$ cat config.mk
export PLATFORM = sky130hd
export DESIGN_NAME = fetch_redirect_ctrl
export DESIGN_NICKNAME = d
export VERILOG_FILES = /design/src/rtl/fetch_redirect_ctrl.sv
export SDC_FILE = /design/constraint.sdc
export NUM_CORES = 1
export LEC_CHECK = 0
export BUFFER_PORTS_ARGS = -buffer_cell sky130_fd_sc_hd__clkbuf_2
export CAP_MARGIN = 20
export CELL_PAD_IN_SITES_DETAIL_PLACEMENT = 1
export CELL_PAD_IN_SITES_GLOBAL_PLACEMENT = 1
export CORE_MARGIN = 2
export CORE_UTILIZATION = 34
export CTS_BUF_LIST = sky130_fd_sc_hd__clkbuf_4
export DETAILED_ROUTE_END_ITERATION = 10
export PLACE_DENSITY_LB_ADDON = 0.1
export SYNTH_ARGS = -nofsm -noshare
export SYNTH_HDL_FRONTEND = slang
export SYNTH_SLANG_ARGS = --single-unit
$ cat constraint.sdc
create_clock -name clk_i -period 2.1 [get_ports clk_i]
set_input_delay 0.315 -clock clk_i [delete_from_list [all_inputs] [get_ports clk_i]]
set_output_delay 0.315 -clock clk_i [all_outputs]
set_load 0.01 [all_outputs]
$ cat src/rtl/fetch_redirect_ctrl.sv
// ---------------------------------------------------------------------------
// fetch_redirect_ctrl
//
// Owns the fetch PC and carries predictor state (PC, hit bit, valid) from IF
// through ID to EX. When EX resolves a branch that the predictor got wrong,
// it redirects fetch and kills the younger IF/ID work. If the I-cache is busy
// with a miss at that moment, the redirect target is parked in PEND until the
// miss clears, so the redirect cannot be lost.
//
// Ports:
//   clk_i              clock
//   rst_i              synchronous active-high reset
//   fetch_stall_i      I-cache miss: freeze PC, bubble into ID
//   pipe_stall_i       hazard: freeze PC, ID and EX
//   hit_i              predictor hit for pc_o
//   predicted_pc_i     predictor target for pc_o
//   wrong_predicted_i  00 correct, 01 predicted taken but not taken,
//                      10/11 not taken or wrong target
//   alu_pc_i           resolved branch/jump target from EX
//   pc_o               current fetch PC
//   pc_id_o, pc_ex_o   ID / EX stage PCs
//   valid_id_o         ID holds a live instruction
//   valid_ex_o         EX holds a live instruction
//   hit_ex_o           hit bit travelling with the EX instruction
//   flush_o            kill IF/ID contents this cycle
//   bp_update_en_o     predictor table write enable
//   redirect_pend_o    a redirect is held pending
//   br_resolved_o      resolved-branch counter (0 unless BP_PERF_CNT_EN)
//   br_mispred_o       mispredict counter       (0 unless BP_PERF_CNT_EN)
//
// Optional build macro: BP_PERF_CNT_EN enables the two saturating counters.
// ---------------------------------------------------------------------------
module fetch_redirect_ctrl #(
    parameter int              PC_W     = 32,
    parameter logic [PC_W-1:0] RESET_PC = '0
) (
    input  logic            clk_i,
    input  logic            rst_i,
    input  logic            fetch_stall_i,
    input  logic            pipe_stall_i,
    input  logic            hit_i,
    input  logic [PC_W-1:0] predicted_pc_i,
    input  logic [1:0]      wrong_predicted_i,
    input  logic [PC_W-1:0] alu_pc_i,
    output logic [PC_W-1:0] pc_o,
    output logic [PC_W-1:0] pc_id_o,
    output logic [PC_W-1:0] pc_ex_o,
    output logic            valid_id_o,
    output logic            valid_ex_o,
    output logic            hit_ex_o,
    output logic            flush_o,
    output logic            bp_update_en_o,
    output logic            redirect_pend_o,
    output logic [31:0]     br_resolved_o,
    output logic [31:0]     br_mispred_o
);

    typedef enum logic {RUN = 1'b0, PEND = 1'b1} state_t;

    state_t          state_reg, state_next;
    logic [PC_W-1:0] pc_reg, pc_next;
    logic [PC_W-1:0] pend_pc_reg, pend_pc_next;
    logic [PC_W-1:0] pc_id_reg, pc_id_next;
    logic [PC_W-1:0] pc_ex_reg, pc_ex_next;
    logic            hit_id_reg, hit_id_next;
    logic            hit_ex_reg, hit_ex_next;
    logic            valid_id_reg, valid_id_next;
    logic            valid_ex_reg, valid_ex_next;

    logic            resolve;
    logic            mispredict;
    logic [PC_W-1:0] target;
    logic [PC_W-1:0] seq_pc;

    // A stalled EX instruction has not really resolved yet, so neither the
    // predictor update nor a redirect may happen while pipe_stall_i is high.
    assign resolve    = valid_ex_reg & ~pipe_stall_i;
    assign mispredict = resolve & (wrong_predicted_i != 2'b00);
    // 01 means "should have fallen through"; 10 and 11 both take the ALU target.
    assign target     = (wrong_predicted_i == 2'b01) ? (pc_ex_reg + PC_W'(4)) : alu_pc_i;
    assign seq_pc     = hit_i ? predicted_pc_i : (pc_reg + PC_W'(4));

    always_comb begin
        state_next    = state_reg;
        pc_next       = pc_reg;
        pend_pc_next  = pend_pc_reg;
        pc_id_next    = pc_id_reg;
        hit_id_next   = hit_id_reg;
        valid_id_next = valid_id_reg;
        pc_ex_next    = pc_ex_reg;
        hit_ex_next   = hit_ex_reg;
        valid_ex_next = valid_ex_reg;

        case (state_reg)
            RUN: begin
                if (mispredict) begin
                    valid_id_next = 1'b0;
                    valid_ex_next = 1'b0;
                    if (fetch_stall_i) begin
                        pend_pc_next = target;
                        state_next   = PEND;
                    end else begin
                        pc_next = target;
                    end
                end else if (pipe_stall_i) begin
                    // everything holds
                end else if (fetch_stall_i) begin
                    valid_id_next = 1'b0;
                    pc_ex_next    = pc_id_reg;
                    hit_ex_next   = hit_id_reg;
                    valid_ex_next = valid_id_reg;
                end else begin
                    pc_next       = seq_pc;
                    pc_id_next    = pc_reg;
                    hit_id_next   = hit_i;
                    valid_id_next = 1'b1;
                    pc_ex_next    = pc_id_reg;
                    hit_ex_next   = hit_id_reg;
                    valid_ex_next = valid_id_reg;
                end
            end
            PEND: begin
                // Pipeline is empty while waiting; pipe_stall_i has nothing to hold.
                valid_id_next = 1'b0;
                valid_ex_next = 1'b0;
                if (!fetch_stall_i) begin
                    pc_next    = pend_pc_reg;
                    state_next = RUN;
                end
            end
            default: state_next = RUN;
        endcase
    end

    always_ff @(posedge clk_i) begin
        if (rst_i) begin
            state_reg    <= RUN;
            pc_reg       <= RESET_PC;
            pend_pc_reg  <= '0;
            pc_id_reg    <= '0;
            hit_id_reg   <= 1'b0;
            valid_id_reg <= 1'b0;
            pc_ex_reg    <= '0;
            hit_ex_reg   <= 1'b0;
            valid_ex_reg <= 1'b0;
        end else begin
            state_reg    <= state_next;
            pc_reg       <= pc_next;
            pend_pc_reg  <= pend_pc_next;
            pc_id_reg    <= pc_id_next;
            hit_id_reg   <= hit_id_next;
            valid_id_reg <= valid_id_next;
            pc_ex_reg    <= pc_ex_next;
            hit_ex_reg   <= hit_ex_next;
            valid_ex_reg <= valid_ex_next;
        end
    end

    assign pc_o            = pc_reg;
    assign pc_id_o         = pc_id_reg;
    assign pc_ex_o         = pc_ex_reg;
    assign valid_id_o      = valid_id_reg;
    assign valid_ex_o      = valid_ex_reg;
    assign hit_ex_o        = hit_ex_reg & valid_ex_reg;
    assign flush_o         = mispredict;
    assign bp_update_en_o  = resolve;
    assign redirect_pend_o = (state_reg == PEND);

`ifdef BP_PERF_CNT_EN
    logic [31:0] br_resolved_reg;
    logic [31:0] br_mispred_reg;

    always_ff @(posedge clk_i) begin
        if (rst_i) begin
            br_resolved_reg <= '0;
            br_mispred_reg  <= '0;
        end else begin
            if (resolve && (br_resolved_reg != 32'hFFFF_FFFF))
                br_resolved_reg <= br_resolved_reg + 32'd1;
            if (mispredict && (br_mispred_reg != 32'hFFFF_FFFF))
                br_mispred_reg <= br_mispred_reg + 32'd1;
        end
    end

    assign br_resolved_o = br_resolved_reg;
    assign br_mispred_o  = br_mispred_reg;
`else
    assign br_resolved_o = '0;
    assign br_mispred_o  = '0;
`endif

endmodule

Word-level counts from Yosys, hierarchy flattened --
Index checks and enable logic that the tools add are counted.
Storage, ports and cells: flip-flop bits (word level) 133, bits in latches 0, RAM bits 0, ROM bits 0, input bits 71, logic and storage cells 46, memories 0
Cells by class: $add $sub $neg 2, multipliers 0, div/mod/pow operators 0, magnitude comparators 0, eq/ne operators 5, shifts and indexed selects 0, multiplexer cells 18, bitwise logic cells 7, reductions and logical operators 5
Operators by type and width (number):
- 32-bit two-way mux | 7
- 32-bit by 3-bit adder with 32-bit output (second input constant) | 2
- 32-bit one-hot mux with 2 select lines | 1
- 3-bit != test (second input constant) | 3
- 4-bit AND reduction | 2
- 1-bit two-way mux | 7
- 1-bit one-hot mux with 2 select lines | 3
- 3-bit AND reduction | 2
- 1-bit inverter | 4
- 1-bit bitwise AND | 3
- 2-bit by 1-bit == test with 1-bit output (second input constant) | 1
- 2-bit != test (second input constant) | 1
- 2-bit nonzero test | 1

Longest topological paths before layout --
Gate-level depths: netlist of the first run.
depth in word-level cells 6, gate-level depth with buffers 9

Worst setup path after synthesis of the first run --
No wires, ideal clock.
path type register to register, start register pc_ex_reg[8] (netlist: pc_ex_o[8]), end register pc_reg[26] (netlist: pc_o[26]), setup time 88 ps, arrival 2258 ps, path slack -246 ps, cell stages (with the launch flop) 9, buffers on the path 2, clock period less this slack 2346 ps, path through dfxtp_1 clkbuf_1 nand4_1 or4_4 buf_6 or4_1 nand3_1 o211ai_1 a311oi_2
On the way: longest elaborated chain between the ends 5
RTL lines:
- from (decl) | RTL line 64 | logic [PC_W-1:0] pc_ex_reg, pc_ex_next;
- from (signal assigned) | RTL line 153 | pc_ex_reg <= pc_ex_next;
- 32-bit by 3-bit adder with 32-bit output | RTL line 80 | assign target = (wrong_predicted_i == 2'b01) ? (pc_ex_reg + PC_W'(4)) : alu_pc_i;
- 32-bit two-way mux | RTL line 80
- 32-bit two-way mux | RTL line 99 | if (fetch_stall_i) begin
- 32-bit two-way mux | RTL line 96 | if (mispredict) begin
- 32-bit one-hot mux with 2 select lines | RTL line 94 | case (state_reg)
- to (signal assigned) | RTL line 148 | pc_reg <= pc_next;
- to (decl) | RTL line 61 | logic [PC_W-1:0] pc_reg, pc_next;
No other way between the ends. The select of a mux whose other input is x is not followed. A chain may end at the register's enable or synchronous reset.

Worst setup path after layout of the first run --
start register pc_ex_reg[13] (netlist: pc_ex_o[13]), end register pc_reg[29] (netlist: pc_o[29])
Same word-level chain as after synthesis.

==> out/results.txt, run 1 <==
In the final routed layout, each cell accounts on average for 20.3 um. The count of pins over their slew limit was 0. In the routed layout, each cell is associated on average with a via count of 5.32.

The endpoint kind of the worst setup timing path was a register. The post-synthesis cell type count came out at 61. The worst register-to-register path begins at pc_ex_o[13].

The tools report the yosys synthesis warning count as 0. Across the routed clock network, the largest skew measured is 19.1 ps. The fraction of registers with async set/reset works out to 0. By instance count, the leading cell after synthesis is sky130_fd_sc_hd__nand2_1. The logs give 0.00751 mm^2 for the netlist area before placement and 8214 for the via count. Total power draw: 5.19 mW.

The logs give 2650 ps for the data arrival time of the worst path and 0.345 for the starting density of the core. The synthesized design contains 133 register bits. The number of buffer cells added on primary ports was 172; the power density relative to cell area was 525 mW/mm^2. The fraction of the cycle the final worst path needs is 1.03, and the mean area per synthesized cell is 7.48 um^2. The class of the worst hold path was primary input to register.

The total negative setup slack came out at -244 ps. The number of nets still failing antenna checks after routing is 0, and the die boundary width is 153 um. The final layout contains 1324 nets. The signal on the critical path passes through nand4_4 -> or4_4 -> buf_6 -> nor4_4 -> xnor2_1 -> a211o_1 -> a211oi_2. The number of global-route vias before repair was 7814; the share of cells above drive strength 1 was 0.323. After detailed routing, the number of remaining DRC violations is 0. The detailed-routing iteration count for the pre-antenna-repair pass was 4. The maximum achievable frequency was 0.464 GHz. The tools report the buffer type at the clock tree root as sky130_fd_sc_hd__clkbuf_4.

For the I/O pin count, the log shows 237. The tools report the number of failing setup endpoints in the final timing report as 7. Timing analysis after detailed placement gives a worst setup slack of -69.4 ps.

The initial DRC count was 513; the worst setup margin was -57.2 ps. The run gives 0 as the final hold violation count. Data on the critical path is required at its endpoint by 2600 ps. The share of the synthesized area in the top cell type works out to 0.355. The run finished, with violations left. The area of the core region came out at 0.0218 mm^2. The delay contributed by the slowest stage of the critical path came out at 640 ps. The tools report the launching element of the worst setup path as pc_ex_o[13]. The tools report the category of the worst setup path launch point as a register.

The die covers 0.0233 mm^2. Chip height: 153 um. TritonCTS created 17 clock buffers. In this run the deepest clock path goes through 2 buffers.

Count of flip-flops with a built-in enable after synthesis: 0. The synthesized design spends more area on one cell type than any other, namely sky130_fd_sc_hd__dfxtp_1. Entering global routing, the biggest net connects 42 pins. The initial antenna violation count was 1.

The type of the worst setup path was register to register. Counting every instance in the synthesized netlist gives 1004. Proportion of synthesized chip area in sequential cells: 0.355.

Setup repair after global routing could not meet its margin everywhere. The final reports fail on negative setup slack. The number of cells on the worst reg-to-reg path is 7. The first global-routing pass estimated 47000 um of wire. The post-route non-filler standard cell count was 1544. For this block, the routed nets add up to 31400 um of wire.

The run gives 0 as the max-cap check violation count. The maximum fanout along the worst path came out at 6. At the end of routability-driven placement, the weighted congestion stood at 0.859. The total global-route track usage was 0.261. Counting instances in the post-synthesis netlist gives the leading cell types as sky130_fd_sc_hd__nand2_1, sky130_fd_sc_hd__dfxtp_1, sky130_fd_sc_hd__a21oi_1, sky130_fd_sc_hd__nor2_1, sky130_fd_sc_hd__clkbuf_1.

Post-detailed-placement half-perimeter wirelength: 23600 um. Row count: 54. Across the VDD grid, the largest voltage drop is 0.000274 V.

TritonCTS built the clock tree. The worst reg-to-reg setup slack is -60 ps, and the total leakage power is 4.04 nW. Clock latency on the worst-skew pair, taken at its later pin, is 570 ps. The startpoint identified for the worst hold timing path is predicted_pc_i[13].

The total overflow left after global routing is 0. The slowest stage of the critical path is the sky130_fd_sc_hd__or4_4 cell. The minimum clock period after layout was 2160 ps. The register clock-pin slew on the reported worst setup and hold paths is 120 ps. Clock tree synthesis found a total of 133 sinks.

Yosys attributes the largest share of cell area to sky130_fd_sc_hd__dfxtp_1, sky130_fd_sc_hd__nand2_1, sky130_fd_sc_hd__a21oi_1, sky130_fd_sc_hd__buf_4, sky130_fd_sc_hd__nor2_1. The endpoint identified for the worst register-to-register timing path is pc_o[29]. The terminating pin of the worst hold path was pc_o[13]. The utilization of the core after routing is 0.454, and the number of cells on the worst hold path is 3. In the synthesized netlist the dominant register cell turns out to be sky130_fd_sc_hd__dfxtp_1.

The number of placed instances, taps included, is 1507. H-tree depth reported by CTS: 4. Relative area change from synthesis to final layout: 31.7%.
-- cell usage in the layout, fill, tap and decap left out, types with 5 or more instances in the layout --
| master | instances |
|---|---|
| sky130_fd_sc_hd__and3_1 | 7 |
| sky130_fd_sc_hd__o21ai_0 | 25 |
| sky130_fd_sc_hd__nor2_1 | 66 |
| sky130_fd_sc_hd__nand3_1 | 20 |
| sky130_fd_sc_hd__xor2_1 | 20 |
| sky130_fd_sc_hd__a311oi_1 | 5 |
| sky130_fd_sc_hd__nor4_2 | 5 |
| sky130_fd_sc_hd__nor3_2 | 6 |
| sky130_fd_sc_hd__or3_1 | 5 |
| sky130_fd_sc_hd__buf_12 | 7 |
| sky130_fd_sc_hd__conb_1 | 64 |
| sky130_fd_sc_hd__a221o_1 | 10 |
| sky130_fd_sc_hd__mux2i_1 | 5 |
| sky130_fd_sc_hd__buf_4 | 120 |
| sky130_fd_sc_hd__nand2b_1 | 10 |
| sky130_fd_sc_hd__a211o_1 | 5 |
| sky130_fd_sc_hd__inv_1 | 10 |
| sky130_fd_sc_hd__a21oi_1 | 110 |
| sky130_fd_sc_hd__nor2b_1 | 5 |
| sky130_fd_sc_hd__dfxtp_1 | 116 |
| sky130_fd_sc_hd__a221oi_1 | 10 |
| sky130_fd_sc_hd__a211oi_1 | 24 |
| sky130_fd_sc_hd__nand3b_1 | 8 |
| sky130_fd_sc_hd__dfxtp_2 | 13 |
| sky130_fd_sc_hd__nand4_1 | 22 |
| sky130_fd_sc_hd__clkbuf_4 | 17 |
| sky130_fd_sc_hd__clkbuf_2 | 171 |
| sky130_fd_sc_hd__nor3_1 | 21 |
| sky130_fd_sc_hd__nand2_1 | 209 |
| sky130_fd_sc_hd__xnor2_1 | 25 |
| sky130_fd_sc_hd__o211ai_1 | 14 |
-- worst max-delay path by stage --
stage / end / slack, ps / depth (start not counted)
finish: pc_o[29] / -60 / 7
floorplan: pc_o[26] / -50 / 7
CTS: pc_o[28] / -9 / 7
detailed placement: pc_o[29] / -70 / 7
global placement: pc_o[30] / -50 / 7
global route: pc_o[29] / -130 / 7
-- per-layer routing --
layer	GRT usage	share of wire
met5	0	0
met4	0.0670	0.016
met3	0.0415	0.053
met2	0.396	0.45
met1	0.384	0.48
-- cell families after synthesis --
family,synth area share
AOI/OAI and AO/OA,0.205
xor gates and xnor gates,0.0560
adders and majority gates,0.00333
buffers and inverters,0.110
DFF,0.355
muxes,0.00967
other,0.000500
and+or+nand+nor,0.261
-- where the power goes --
part           switching, mW  internal, mW
Combinational          0.603         0.347
Sequential            0.0499          2.58
Clock                   1.04         0.566
-- cell type report --
cell class / instances / area [um^2]
Sequential cell: 133 / 2690
Clock buffer: 17 / 128
Inverter: 12 / 45.0
Multi-Input combinational cell: 783 / 4570
Timing Repair Buffer: 304 / 1980
Tap cell: 280 / 350
Antenna cell: 1 / 2.50
Clock inverter: 14 / 114
Fill cell: 2781 / 11900
-- per-stage QoR --
stage          hold slack (ps)  area (um^2)
3_3_place_gp               438         9280
4_1_cts                   14.0         9640
6_report                  67.5         9880
2_1_floorplan              431         7800
3_5_place_dp               442         9280
5_1_grt                   50.0         9880
-- critical path, delay by kind of cell (launching register included) --
family                    cells  cell delay (ps)
and+or+nand+nor               3              880
AOI/OAI and AO/OA             2              520
DFF                           1              380
buffers and inverters         1              180
xor gates and xnor gates      1              120
-- what timing repair did --
item | in CTS | in global routing
buffers inserted | 2 | 1
hold endpoints to repair | 1 | 0
gates cloned | 0 | 1
pin swaps | 7 | 33
hold buffers | 1 | 0
gates resized for setup | 19 | 46
endpoints found under the setup margin | 16 | 31
No activity file was read; power rests on OpenSTA's default activity.
==> inputs of run 2 (changes only) <==
CELL_PAD_IN_SITES_DETAIL_PLACEMENT = 0   (was 1)
==> run 2 against run 1 <==
Net effect:
- the flow still finishes with violations (negative setup slack)
- design area is 0.49% higher
- core utilization is 0.22 points higher
- power is 4.5% higher
- clock power is 16% higher
- largest cell class unchanged
- critical endpoint is now pc_o[27]
==> out/results.txt, run 2 (synthesis results as in run 1) <==
The run gives 0.172 (-0.011) as the proportion of power drawn by combinational gates. The critical path goes through nand4_4 -> or4_4 -> clkbuf_16 -> o211ai_1 -> nand3b_1 -> a221oi_2 -> nor3_1. The minimum clock period after layout was 2160 ps (-2.13 ps); the required time reported for the critical path endpoint was 2560 ps (-40 ps). The tools report the clock insertion delay at the later pin of the skew report as 580 ps (about the same).

The data arrival time of the worst path is 2620 ps (-30 ps), and the worst reg-to-reg setup slack is -60 ps (about the same). The top cell types in the final layout, fill and taps aside, are sky130_fd_sc_hd__nand2_1, sky130_fd_sc_hd__clkbuf_2, sky130_fd_sc_hd__buf_4, sky130_fd_sc_hd__dfxtp_1, sky130_fd_sc_hd__a21oi_1. The delay contributed by the slowest stage of the critical path was 620 ps (-20 ps); the register clock-pin slew on the reported worst setup and hold paths was 130 ps (about the same). The path class of the tightest hold or removal check is primary input to register.

The area used by multi-input combinational logic came out at 0.00457 mm^2 (+0.11%). The logs give 0 (unchanged) for the number of nets still failing antenna checks after routing and 17 (unchanged) for the number of CTS-inserted buffers. The run gives 4 (unchanged) as the H-tree depth reported by CTS. The worst setup path is launched from a register. The total non-filler cell area in the finished layout is 0.00993 mm^2 (+0.49%). The cell count of the worst reg-to-reg path works out to 7 (unchanged). The initial DRC count was 523 (+1.9%). Leaving out fill and tap cells, the most frequent cell in the layout is sky130_fd_sc_hd__nand2_1.

The run gives 0 (unchanged) as the total grt overflow. For the clock skew, the log shows 24.0 ps (+4.84 ps). Maximum achievable frequency: 0.464 GHz (about the same). Die boundary width: 153 um (unchanged).

The tools report the via count as 7931 (-3.4%). The via density per instance works out to 5.14 (-3.4%). The run gives 5 (+1) as the detailed-routing iteration count for the pre-antenna-repair pass. The area of the core region came out at 0.0218 mm^2 (unchanged). Maximum vdd drop: 0.000337 V (+23%). Internal power of the cells: 3.75 mW (+7.3%). The tools report the max-cap check violation count as 0 (unchanged). The run gives -55.1 ps (+2.13 ps) as the worst setup margin.

The path with the worst hold slack has its endpoint at pend_pc_reg[3]. The total global-route track usage came out at 0.248 (-0.0131). TritonCTS built the clock tree. The worst setup path is of the register to register kind. The final hold violation count is 0 (unchanged). STA classifies the critical path endpoint as a register. The remaining design rule violation count came out at 0 (unchanged). The area of the die is 0.0233 mm^2 (unchanged), and the sum of buffers and inverters on the critical path is 1 (unchanged).

The routed wirelength normalized by instance count was 19.1 um (-6.0%); the total leakage power was 4.06 nW (+0.51%). The proportion of total power due to net switching is 0.308 (-0.0182), and the global-route wire length before repair is 44500 um (-5.3%). The number of buffer cells added on primary ports is 172 (unchanged). Setup repair after global routing could not meet its margin everywhere. The tools report the placer's final routability congestion estimate as 0.859 (unchanged). The logs give 54 (unchanged) for the row count and 0.00928 mm^2 (unchanged) for the cell area after placement. Startpoint of the worst hold path: alu_pc_i[3]. The tools report the net count of the finished layout as 1324 (unchanged).

The relative area change from synthesis to final layout is 32.3%. The final reports fail on negative setup slack. The maximum fanout along the worst path was 5 (-1); the share of cells above drive strength 1 was 0.324 (+0.000792). The total routed wirelength was 29500 um (-6.0%); the minimum setup slack after placement was -93.3 ps (-23.9 ps). The deepest clock path buffer count is 2 (unchanged), and the clock sink count is 133 (unchanged). The run gives 2343 (-16%) as the total of fill cells in the finished design. Number of cells on the worst hold path: 3 (unchanged). The tools report the number of global-route vias before repair as 7260 (-7.1%). The fraction of the cycle the final worst path needs came out at 1.03 (about the same). The worst register-to-register path begins at pc_ex_o[13].

The storage element area is 0.00269 mm^2 (-0.14%), and the worst hold-check slack is 33.1 ps (-34.4 ps). The starting density of the core is 0.345 (unchanged), and the chip height is 153 um (unchanged). Initial antenna violation count: 1 (unchanged). Post-detailed-placement half-perimeter wirelength: 22400 um (-5.2%). The flow ran to the end, but the final reports show violations. The tools report the total negative setup slack as -126 ps (+118 ps). Power density relative to cell area: 546 mW/mm^2 (+4.0%). The tools report the power spent charging and discharging nets as 1.67 mW (-1.3%). The clock network power share was 0.343 (+0.033); the share of power burned in registers was 0.485 (-0.022). The cell with the biggest individual delay on the critical path was sky130_fd_sc_hd__or4_4. The number of failing setup endpoints in the final timing report is 4 (-3). In this run the critical register-to-register path is captured at pc_o[27].

The count of pins over their slew limit came out at 0 (unchanged). The I/O pin count was 237 (unchanged). The run gives 42 (unchanged) as the maximum number of pins on one net before global-route repair. Kind of cell adding the most delay to the critical path: simple AND/OR/NAND/NOR gates.

The tools report the buffer type at the clock tree root as sky130_fd_sc_hd__clkbuf_4.
## run 2: cell types whose count changed in the layout (fill, tap and decap cells not counted), sizes merged
| cell | delta |
|---|---|
| buf | +1 |
| clkinvlp | +1 |
| inv | -1 |
| clkbuf | +1 |
| bufinv | +2 |
| clkinv | -3 |
| dlygate4sd3 | -1 |
## run 2: routing by layer
layer | up-vias | GRT usage | part of all wire
met5 | - | 0 | 0
met4 | 0 | 0.0547 | 0.0098
met3 | 17 | 0.0358 | 0.053
met2 | 270 | 0.374 | 0.44
met1 | 3757 | 0.373 | 0.49
li1 | 3887 | - | -
## run 2: area by class of cell
cell class | instances | area share
multi-input combinational | 783 | 0.461
antenna | 1 | 0.000252
inverter | 12 | 0.00454
timing repair buffer | 304 | 0.199
clock buffer | 18 | 0.0136
sequential | 133 | 0.271
clock inverter | 13 | 0.0161
tap | 280 | 0.0353
## run 2: timing repair
item | 4_1_cts | 5_1_grt
endpoints found under the setup margin | 18 | 32
gates cloned | 0 | 1
hold endpoints to repair | 0 | 0
buffers inserted | 2 | 2
hold buffers | 0 | 0
pin swaps | 9 | 25
gates resized for setup | 15 | 49
## run 2: how the worst max path moves through the flow
stage | cells past startpoint | start | endpoint | slack (ps)
floorplan | 7 | pc_ex_o[10] | pc_o[26] | -50
global route | 7 | pc_ex_o[13] | pc_o[30] | -130
global placement | 7 | pc_ex_o[13] | pc_o[30] | -50
CTS | 7 | pc_ex_o[13] | pc_o[28] | -40
detailed placement | 7 | pc_ex_o[13] | pc_o[29] | -90
finish | 7 | pc_ex_o[13] | pc_o[27] | -60
## run 2: tightest hold or removal path: cells and delay by family
family                 cells  cell delay [ps]
buffers and inverters      1               90
and+or+nand+nor            1               70
AOI/OAI and AO/OA          1               80
## run 2: stage by stage
stage / utilization / total power [mW] / cells
after detailed placement: 0.427 / 3.59 / 1507
after global placement: 0.427 / 3.60 / 1507
after global routing: 0.457 / 5.65 / 1544
final: 0.457 / 5.42 / 1544
after floorplan: - / 3.22 / 1067
after CTS: 0.444 / 5.44 / 1540
## run 2: power groups by stage
stage	clock network, mW	registers [mW]	logic, mW
6_report	1.86	2.63	0.934
5_1_grt	2.01	2.64	1.01
4_1_cts	1.90	2.63	0.913
3_3_place_gp	0	2.69	0.909
3_5_place_dp	0	2.69	0.907
2_1_floorplan	0	2.73	0.492
